## src/rtl/alu_flag_sequencer_if.sv

```systemverilog
// rtl/alu_flag_sequencer_if.sv - command, ALU, flag and response signals of the ALU flag sequencer
interface alu_flag_sequencer_if #(
    parameter int OPW = 4
);
    logic           cmd_valid;
    logic           cmd_ready;
    logic [1:0]     cmd_type;
    logic [OPW-1:0] cmd_op;
    logic [2:0]     cmd_cond;
    logic           alu_start;
    logic [OPW-1:0] alu_op;
    logic           flag_update;
    logic           cy;
    logic           acy;
    logic           zero;
    logic           sgn;
    logic           parity;
    logic           resp_valid;
    logic           resp_ready;
    logic           resp_taken;
    logic           resp_err;
    logic           busy;

    modport master (
        output cmd_valid, cmd_type, cmd_op, cmd_cond,
        output cy, acy, zero, sgn, parity, resp_ready,
        input  cmd_ready, alu_start, alu_op, flag_update,
        input  resp_valid, resp_taken, resp_err, busy
    );

    modport slave (
        input  cmd_valid, cmd_type, cmd_op, cmd_cond,
        input  cy, acy, zero, sgn, parity, resp_ready,
        output cmd_ready, alu_start, alu_op, flag_update,
        output resp_valid, resp_taken, resp_err, busy
    );
endinterface

```

## src/rtl/alu_flag_sequencer.sv

```systemverilog
// rtl/alu_flag_sequencer.sv - sequences one ALU op or flag test at a time and gates flag register updates
module alu_flag_sequencer #(
    parameter int ALU_LAT = 2,
    parameter int OPW     = 4
) (
    input logic                 clk,
    input logic                 reset,
    alu_flag_sequencer_if.slave bus
);
    typedef enum logic [2:0] {IDLE, EXEC, WB, TEST, RESP} state_t;

    localparam logic [3:0] EXEC_LOAD = 4'(ALU_LAT - 1);

    state_t         state;
    logic [3:0]     cnt;
    logic [1:0]     typ;
    logic [2:0]     cond;
    logic           alu_start_q;
    logic [OPW-1:0] alu_op_q;
    logic           flag_update_q;
    logic           resp_valid_q;
    logic           resp_taken_q;
    logic           resp_err_q;

    function automatic logic cond_eval(input logic [2:0] c, input logic cy,
                                       input logic zero, input logic sgn,
                                       input logic parity);
        case (c)
            3'b000:  return 1'b1;
            3'b001:  return zero;
            3'b010:  return !zero;
            3'b011:  return cy;
            3'b100:  return !cy;
            3'b101:  return sgn;
            3'b110:  return !sgn;
            default: return parity;
        endcase
    endfunction

    always_ff @(posedge clk or negedge reset) begin
        if (!reset) begin
            state         <= IDLE;
            cnt           <= '0;
            typ           <= '0;
            cond          <= '0;
            alu_start_q   <= 1'b0;
            alu_op_q      <= '0;
            flag_update_q <= 1'b0;
            resp_valid_q  <= 1'b0;
            resp_taken_q  <= 1'b0;
            resp_err_q    <= 1'b0;
        end else begin
            alu_start_q   <= 1'b0;
            flag_update_q <= 1'b0;
            case (state)
                IDLE: begin
                    if (bus.cmd_valid) begin
                        typ  <= bus.cmd_type;
                        cond <= bus.cmd_cond;
                        case (bus.cmd_type)
                            2'b00, 2'b01: begin
                                state       <= EXEC;
                                cnt         <= EXEC_LOAD;
                                alu_op_q    <= bus.cmd_op;
                                alu_start_q <= 1'b1;
                            end
                            2'b10: state <= TEST;
                            default: begin
                                state        <= RESP;
                                resp_valid_q <= 1'b1;
                                resp_err_q   <= 1'b1;
                            end
                        endcase
                    end
                end
                EXEC: begin
                    if (cnt == 4'd0) begin
                        state         <= WB;
                        // flag register latches at the end of WB, so a following test sees new flags
                        flag_update_q <= (typ == 2'b00);
                    end else begin
                        cnt <= cnt - 4'd1;
                    end
                end
                WB: begin
                    state        <= RESP;
                    resp_valid_q <= 1'b1;
                end
                TEST: begin
                    state        <= RESP;
                    resp_valid_q <= 1'b1;
                    resp_taken_q <= cond_eval(cond, bus.cy, bus.zero, bus.sgn, bus.parity);
                end
                RESP: begin
                    if (bus.resp_ready) begin
                        state        <= IDLE;
                        resp_valid_q <= 1'b0;
                        resp_taken_q <= 1'b0;
                        resp_err_q   <= 1'b0;
                    end
                end
                default: state <= IDLE;
            endcase
        end
    end

    assign bus.cmd_ready   = (state == IDLE);
    assign bus.busy        = (state != IDLE);
    assign bus.alu_start   = alu_start_q;
    assign bus.alu_op      = alu_op_q;
    assign bus.flag_update = flag_update_q;
    assign bus.resp_valid  = resp_valid_q;
    assign bus.resp_taken  = resp_taken_q;
    assign bus.resp_err    = resp_err_q;
endmodule

```

## src/flat_wrapper.sv

```systemverilog
// flat-port wrapper written by rule: the top's interface ports become plain ports
module alu_flag_sequencer_flat 
#(
    parameter int ALU_LAT = 2,
    parameter int OPW     = 4
)
  (clk, reset, bus_cmd_valid, bus_cmd_type, bus_cmd_op, bus_cmd_cond, bus_cy, bus_acy, bus_zero, bus_sgn, bus_parity, bus_resp_ready, bus_cmd_ready, bus_alu_start, bus_alu_op, bus_flag_update, bus_resp_valid, bus_resp_taken, bus_resp_err, bus_busy);
  alu_flag_sequencer_if #(.OPW(OPW)) bus_i ();
  input logic clk;
  input logic reset;
  input wire logic [$bits(bus_i.cmd_valid)-1:0] bus_cmd_valid;
  input wire logic [$bits(bus_i.cmd_type)-1:0] bus_cmd_type;
  input wire logic [$bits(bus_i.cmd_op)-1:0] bus_cmd_op;
  input wire logic [$bits(bus_i.cmd_cond)-1:0] bus_cmd_cond;
  input wire logic [$bits(bus_i.cy)-1:0] bus_cy;
  input wire logic [$bits(bus_i.acy)-1:0] bus_acy;
  input wire logic [$bits(bus_i.zero)-1:0] bus_zero;
  input wire logic [$bits(bus_i.sgn)-1:0] bus_sgn;
  input wire logic [$bits(bus_i.parity)-1:0] bus_parity;
  input wire logic [$bits(bus_i.resp_ready)-1:0] bus_resp_ready;
  output wire logic [$bits(bus_i.cmd_ready)-1:0] bus_cmd_ready;
  output wire logic [$bits(bus_i.alu_start)-1:0] bus_alu_start;
  output wire logic [$bits(bus_i.alu_op)-1:0] bus_alu_op;
  output wire logic [$bits(bus_i.flag_update)-1:0] bus_flag_update;
  output wire logic [$bits(bus_i.resp_valid)-1:0] bus_resp_valid;
  output wire logic [$bits(bus_i.resp_taken)-1:0] bus_resp_taken;
  output wire logic [$bits(bus_i.resp_err)-1:0] bus_resp_err;
  output wire logic [$bits(bus_i.busy)-1:0] bus_busy;
  assign bus_i.cmd_valid = bus_cmd_valid;
  assign bus_i.cmd_type = bus_cmd_type;
  assign bus_i.cmd_op = bus_cmd_op;
  assign bus_i.cmd_cond = bus_cmd_cond;
  assign bus_i.cy = bus_cy;
  assign bus_i.acy = bus_acy;
  assign bus_i.zero = bus_zero;
  assign bus_i.sgn = bus_sgn;
  assign bus_i.parity = bus_parity;
  assign bus_i.resp_ready = bus_resp_ready;
  assign bus_cmd_ready = bus_i.cmd_ready;
  assign bus_alu_start = bus_i.alu_start;
  assign bus_alu_op = bus_i.alu_op;
  assign bus_flag_update = bus_i.flag_update;
  assign bus_resp_valid = bus_i.resp_valid;
  assign bus_resp_taken = bus_i.resp_taken;
  assign bus_resp_err = bus_i.resp_err;
  assign bus_busy = bus_i.busy;
  alu_flag_sequencer #(.ALU_LAT(ALU_LAT), .OPW(OPW)) u_core (.clk(clk), .reset(reset), .bus(bus_i));
endmodule
```

## config.mk

```make
export PLATFORM = sky130hd
export DESIGN_NAME = alu_flag_sequencer_flat
export DESIGN_NICKNAME = d
export VERILOG_FILES = /design/src/rtl/alu_flag_sequencer_if.sv /design/src/rtl/alu_flag_sequencer.sv /design/src/flat_wrapper.sv
export SDC_FILE = /design/constraint.sdc
export NUM_CORES = 1
export LEC_CHECK = 0
export ABC_AREA = 1
export BUFFER_PORTS_ARGS = -buffer_cell sky130_fd_sc_hd__buf_2
export CORE_MARGIN = 4
export CORE_UTILIZATION = 55
export DETAILED_ROUTE_END_ITERATION = 10
export GPL_TIMING_DRIVEN = 0
export PLACE_DENSITY = 0.82
export SKIP_CTS_REPAIR_TIMING = 1
export SYNTH_ARGS = -nofsm -noshare
export SYNTH_HDL_FRONTEND = slang
export SYNTH_SLANG_ARGS = --single-unit
```

## constraint.sdc

```tcl
create_clock -name clk -period 1.65 [get_ports clk]
set_input_delay 0 -clock clk [delete_from_list [all_inputs] [get_ports clk]]
set_output_delay 0 -clock clk [all_outputs]
set_load 0.005 [all_outputs]
```

==> results.tsv, run 1 <==
metric	value	unit
Detail Placement HPWL	1840	um
FF-to-FF Start	u_core.cnt[0]	
Critical Path RT	1.86	ns
startpoint class of the critical path	flip-flop	
final WL	2440	um
Slew HR	69.8	%
CP startpoint	u_core.cnt[0]	
cell count of the worst reg-to-reg path	8	
vias per cell	5.03	
starting DRC count in detailed routing	28	
layout cell share with drive strength beyond 1	23.4	%
Worst R2R Setup Slack	0.36	ns
initial antenna violation count	0	
Area growth syn-to-layout	26.0	%
flops & latches, synth	21	
Clock Sinks	21	
IO Count	29	
Setup TNS	0	ns
Routed Antenna Nets	0	
TritonCTS buffer count	3	
DRC	0	
Post-synth top cells	58 x nand2_1, 21 x dfrtp_1, 17 x nor2_1, 12 x nand3_1, 9 x inv_1	
Initial Util	58.2	%
Final Hold Fails	0	
# H-tree levels	1	
mapped cell area	0.00114	mm2
DRT Pass-1 Iters	4	
Util after Layout	73.3	%
sequential area share after synthesis	46.0	%
top-area cell type share of the netlist area	46.0	%
Max Clock Freq	773	MHz
Area contributors post-synth	dfrtp_1 46%, nand2_1 19%, nor2_1 5.6%	
# fillers	159	
final hold slack	0.00777	ns
Mean Syn Cell Area	7.57	um2
CTS tree	built	
gr usage total	18.7	%
slowest stage cell, crit path	dfrtp_1	
clk slew on worst S/H paths	0.11	ns
Worst Setup EP	u_core.cnt[0]	
Crit path largest cell delay	0.39	ns
first-pass GRT wire length	3850	um
Tmin final	1.29	ns
Top FF cell, synth	dfrtp_1	
diodes inserted	0	
DIE AREA	0.00287	mm2
endpoint class of the critical path	flip-flop	
status	finished clean	
most frequent cell after synthesis	nand2_1	
Worst EP arrival	1.50	ns
peak supply drop	0.982	mV
worst path cell trace	inv_1 > ha_1 > nand2_1 > nor2_1 > nand2_1 > nand3_2 > nand2_1 > nand2_1	
core area	0.00196	mm2
clk_lat worst skew	0.30	ns
leakage power	0.811	nW
fraction of registers with async set/reset	100	%
CP most frequent cell	nand2_1	
largest net degree at the start of global routing	22	
capture point of the worst reg-to-reg path	u_core.cnt[0]	
fin nets	213	
Post-Synthesis Cells	151	
CP Buf/Inv Count	1	
vias	1101	
Setup Crit Path Kind	flip-flop to flip-flop	
setup violators final	0	
Die W	53.6	um
routed len/inst	11.1	um
pwr/cell area	1780	mW/mm2
worst-margin pin slew	0.454	ns
critical path fanouts, max	4	
vias in the first global route	958	
final setup skew	0.000963	ns
number of max-cap violations	0	
Yosys top cell by area	dfrtp_1	
gpl congestion	0.909	
global route total overflow	0	
Yosys warning count	0	
row cnt	16	
CP top delay family	simple AND/OR/NAND/NOR gates	
WP depth	8	
Clock Tree Buf Depth	2	
die height	53.6	um
RSZ-0062 raised after global routing	false	
root buf cell	clkbuf_4	
Synthesized Nets	171	
Max Slew Vio Count	0	
Post-synth EDFFs	0	
Netlist cell types	21	
HP Class	input pin to flip-flop	
final cycle utilization of the critical path	78.4	%
IO Port Bufs	27	
-- routing by layer --
metal | wire length (um) | global-route usage, % | vias to the layer above | part of all wire, %
li1 | - | - | 561 | -
met1 | 995 | 22.7 | 504 | 41
met2 | 1250 | 31.8 | 31 | 51
met3 | 139 | 2.77 | 5 | 5.7
met4 | 52 | 10.2 | 0 | 2.1
met5 | 0 | 0 | - | 0
-- power breakdown --
part           internal [mW]  leakage, nW  switching [mW]
Sequential             0.744        0.265           0.161
Clock                 0.0905       0.0177           0.154
Combinational          0.548        0.528           0.865
Total                   1.38        0.811            1.18
-- cell families after synthesis --
| family | count (synthesis) | share of synthesized area, % |
|---|---|---|
| AOI/OAI and AO/OA | 13 | 5.91 |
| xor gates and xnor gates | 1 | 0.767 |
| adders and majority gates | 2 | 2.19 |
| buffers and inverters | 16 | 5.81 |
| DFF | 21 | 46.0 |
| and+or+nand+nor | 98 | 39.3 |
-- worst min-delay path, delay by kind of cell --
family	cells	cell delay, ns
and+or+nand+nor	2	0.15
buffers and inverters	1	0.14
-- cell usage in the layout (no fill, tap or decap), drive strengths merged --
cell type	synthesis	routed
dlygate4sd3	0	10
or2	1	1
clkinv	0	1
o211ai	1	1
buf	1	28
nor2	21	21
clkbuf	0	3
nand4	1	1
nor3	2	2
a21oi	7	7
dfrtp	21	21
nand3	13	13
xnor2	1	1
ha	2	2
inv	15	15
nand2	60	60
o21ai	5	5
-- state kept, by name, summed over array words and instances (netlist names), 2 cells and up --
name,count
u_core.bus.alu_op,4
u_core.state,3
u_core.cond,3
u_core.cnt,4
u_core.typ,2
-- stage by stage --
| stage | setup slack (ns) | area [um2] | total power [mW] | instances |
|---|---|---|---|---|
| 2_1_floorplan | 0.509 | 1140 | 1.93 | 151 |
| 3_3_place_gp | 0.416 | 1310 | 2.24 | 205 |
| 3_5_place_dp | 0.379 | 1310 | 2.32 | 205 |
| 4_1_cts | 0.360 | 1340 | 2.57 | 209 |
| 5_1_grt | 0.235 | 1440 | 2.84 | 219 |
| 6_report | 0.357 | 1440 | 2.56 | 219 |
-- worst min path at each step --
| stage | cells after the start | startpoint | slack, ns | end |
|---|---|---|---|---|
| 6_report | 3 | bus_cmd_valid | 0.008 | u_core.cond[0] |
| 5_1_grt | 3 | bus_cmd_valid | 0.03 | u_core.cond[0] |
| 4_1_cts | 1 | reset | -0.37 | u_core.bus.alu_op[2] |
| 3_5_place_dp | 1 | reset | -0.02 | u_core.bus.alu_op[2] |
| 3_3_place_gp | 1 | reset | -0.03 | u_core.bus.alu_op[2] |
| 2_1_floorplan | 0 | reset | -0.30 | u_core.bus.alu_op[0] |
-- layout make-up --
cell class / instances / area, um2 / area share, %
Multi-Input combinational cell: 114 / 551 / 38.3
Sequential cell: 21 / 526 / 36.5
Timing Repair Buffer: 37 / 235 / 16.3
Inverter: 15 / 58.8 / 4.09
Tap cell: 27 / 33.8 / 2.35
Clock buffer: 3 / 22.5 / 1.57
Buffer: 1 / 7.51 / 0.522
Clock inverter: 1 / 5.00 / 0.348
(Power assumes the default switching activity.)
==> inputs of run 2 (changes only) <==
--- a/config.mk
+++ b/config.mk
@@ -8,10 +8,10 @@
 export ABC_AREA = 1
 export BUFFER_PORTS_ARGS = -buffer_cell sky130_fd_sc_hd__buf_2
 export CORE_MARGIN = 4
-export CORE_UTILIZATION = 55
+export CORE_UTILIZATION = 51
 export DETAILED_ROUTE_END_ITERATION = 10
 export GPL_TIMING_DRIVEN = 0
-export PLACE_DENSITY = 0.82
+export PLACE_DENSITY = 0.77
 export SKIP_CTS_REPAIR_TIMING = 1
 export SYNTH_ARGS = -nofsm -noshare
 export SYNTH_HDL_FRONTEND = slang
==> constraint.sdc (replaced) <==
create_clock -name clk -period 1.2 [get_ports clk]
set_input_delay 0 -clock clk [delete_from_list [all_inputs] [get_ports clk]]
set_output_delay 0 -clock clk [all_outputs]
set_load 0.005 [all_outputs]
==> run 2 against run 1 <==
The flow now finishes with violations (negative setup slack); final cell count is 5.0% higher; utilization increased by 5.5 points; fmax fell by 0.42%; largest cell class unchanged.
==> results.tsv, run 2 (synthesis results as in run 1) <==
metric	value	unit	change
failing checks	negative setup slack		
CP Buf/Inv Count	2		+1
endpoint class of the critical path	flip-flop		
worst-margin pin slew	0.458	ns	+0.00419 ns
slowest stage cell, crit path	dfrtp_1		
final setup skew	0.00326	ns	+0.00230 ns
Tmin final	1.30	ns	+0.00544 ns
Worst EP arrival	1.52	ns	+0.02 ns
routed len/inst	11.8	um	+6.0%
final cycle utilization of the critical path	108	%	+30 points
layout cell share with drive strength beyond 1	36.0	%	+13 points
Critical Path RT	1.42	ns	-0.44 ns
Worst R2R Setup Slack	-0.1	ns	-0.46 ns
hold wc startpoint	bus_resp_ready		
Final Hold Fails	0		unchanged
worst slack, placed	-0.0725	ns	-0.451 ns
most used routing layer in global routing	met2		
met3 global-route usage	3.73	%	+0.96 points
Area growth syn-to-layout	41.0	%	
Slew HR	69.5	%	-0.28 points
worst path cell trace	inv_2 > nand2_4 > nor2_8 > nand2_8 > nor2_8 > inv_4 > nand2_1 > nand2_1		
initial antenna violation count	0		unchanged
row cnt	16		unchanged
DRT Pass-1 Iters	4		unchanged
final WL	2710	um	+11%
diodes inserted	0		unchanged
root buf cell	clkbuf_4		
Clock Tree Buf Depth	2		unchanged
largest net degree at the start of global routing	22		unchanged
# H-tree levels	1		unchanged
RSZ-0062 raised after global routing	true		
CTS tree	built		
clk slew on worst S/H paths	0.12	ns	about the same
leakage power	0.874	nW	+7.9%
capture point of the worst reg-to-reg path	u_core.bus.alu_op[0]		
vias	1150		+4.5%
fin nets	224		+5.2%
gr usage total	16.4	%	-2.4 points
global route total overflow	0		unchanged
Tot Pwr	4.15	mW	+62%
vias in the first global route	1028		+7.3%
hold path depth	4		+1
startpoint class of the critical path	flip-flop		
pwr/cell area	2580	mW/mm2	+45%
GR Layer Usage met2	28.5	%	-3.3 points
Setup TNS	-0.784	ns	-0.784 ns
commonest non-fill, non-tap cell in the layout	nand2_1		
WHS Endpoint	u_core.state[2]		
cell count of the worst reg-to-reg path	8		unchanged
critical path fanouts, max	6		+2
Detail Placement HPWL	1760	um	-4.7%
TritonCTS buffer count	3		unchanged
core area	0.00204	mm2	+4.1%
IO Count	29		unchanged
CP top delay family	simple AND/OR/NAND/NOR gates		
first-pass GRT wire length	4180	um	+8.6%
Crit path largest cell delay	0.45	ns	+0.06 ns
status	finished, violations left		
final setup margin	-0.0986	ns	-0.455 ns
met1 GRT Util	19.4	%	-3.3 points
Max Clock Freq	770	MHz	-0.42%
Initial Util	55.9	%	-2.3 points
Clock Sinks	21		unchanged
number of max-cap violations	0		unchanged
gpl congestion	0.865		-4.8%
peak supply drop	1.74	mV	+77%
DRC	0		unchanged
starting DRC count in detailed routing	28		unchanged
die height	55.3	um	+3.3%
commonest cells after routing, fill and taps aside	50 x nand2_1, 26 x buf_2, 21 x dfrtp_1, 17 x nor2_1		
Routed Antenna Nets	0		unchanged
IO Port Bufs	27		unchanged
vias per cell	5.00		-0.54%
Max Slew Vio Count	0		unchanged
DIE AREA	0.00306	mm2	+6.6%
setup violators final	16		+16
FF-to-FF Start	u_core.state[1]		
clk_lat worst skew	0.31	ns	about the same
Setup Crit Path Kind	flip-flop to flip-flop		
HP Class	input pin to flip-flop		
Die W	55.3	um	+3.3%
==> run 2: changes by cell type in the layout (fill, tap and decap cells not counted), sizes merged <==
cell,delta
buf,+10
nand2,+1
==> run 2: metrics by stage <==
step | util (%) | instances | area, um2 | hold slack [ns]
floorplan | - | 151 | 1140 | -0.296
global placement | 64.2 | 205 | 1310 | -0.0269
detailed placement | 64.2 | 205 | 1310 | -0.0188
CTS | 65.6 | 209 | 1340 | -0.370
global route | 78.9 | 230 | 1610 | 0.0330
finish | 78.9 | 230 | 1610 | 0.0322
==> run 2: how the worst max path moves through the flow <==
stage	endpoint	slack, ns	startpoint	cells after the start
after floorplan	u_core.bus.alu_op[0]	0.06	u_core.state[1]	8
after global placement	u_core.cnt[1]	-0.04	u_core.cnt[0]	8
after detailed placement	u_core.cnt[1]	-0.07	u_core.cnt[0]	8
after CTS	u_core.cnt[1]	-0.09	u_core.cnt[0]	8
after global routing	u_core.bus.alu_op[1]	-0.15	u_core.state[1]	8
final	u_core.bus.alu_op[0]	-0.1	u_core.state[1]	8
==> run 2: cell type report <==
cell class                      count  area [um2]
Buffer                              1        7.51
Inverter                           15        61.3
Clock inverter                      1        5.00
Fill cell                         143         432
Clock buffer                        3        22.5
Multi-Input combinational cell    115         638
Tap cell                           27        33.8
Sequential cell                    21         526
Timing Repair Buffer               47         317
==> run 2: per-layer routing <==
layer | wire length, um | share of wire (%)
met5 | 0 | 0
met4 | 38 | 1.4
met3 | 199 | 7.3
met2 | 1280 | 47
met1 | 1190 | 44
==> run 2: where the power goes <==
part / total (mW) / switching [mW] / internal [mW]
Combinational: 2.53 / 1.44 / 1.10
Sequential: 1.28 / 0.254 / 1.02
Clock: 0.343 / 0.218 / 0.125
==> run 2: worst min-delay path: stages <==
cell and delay [ns]:
buf_2 0.08, inv_1 0.05, nand3_2 0.11, nand2_1 0.07
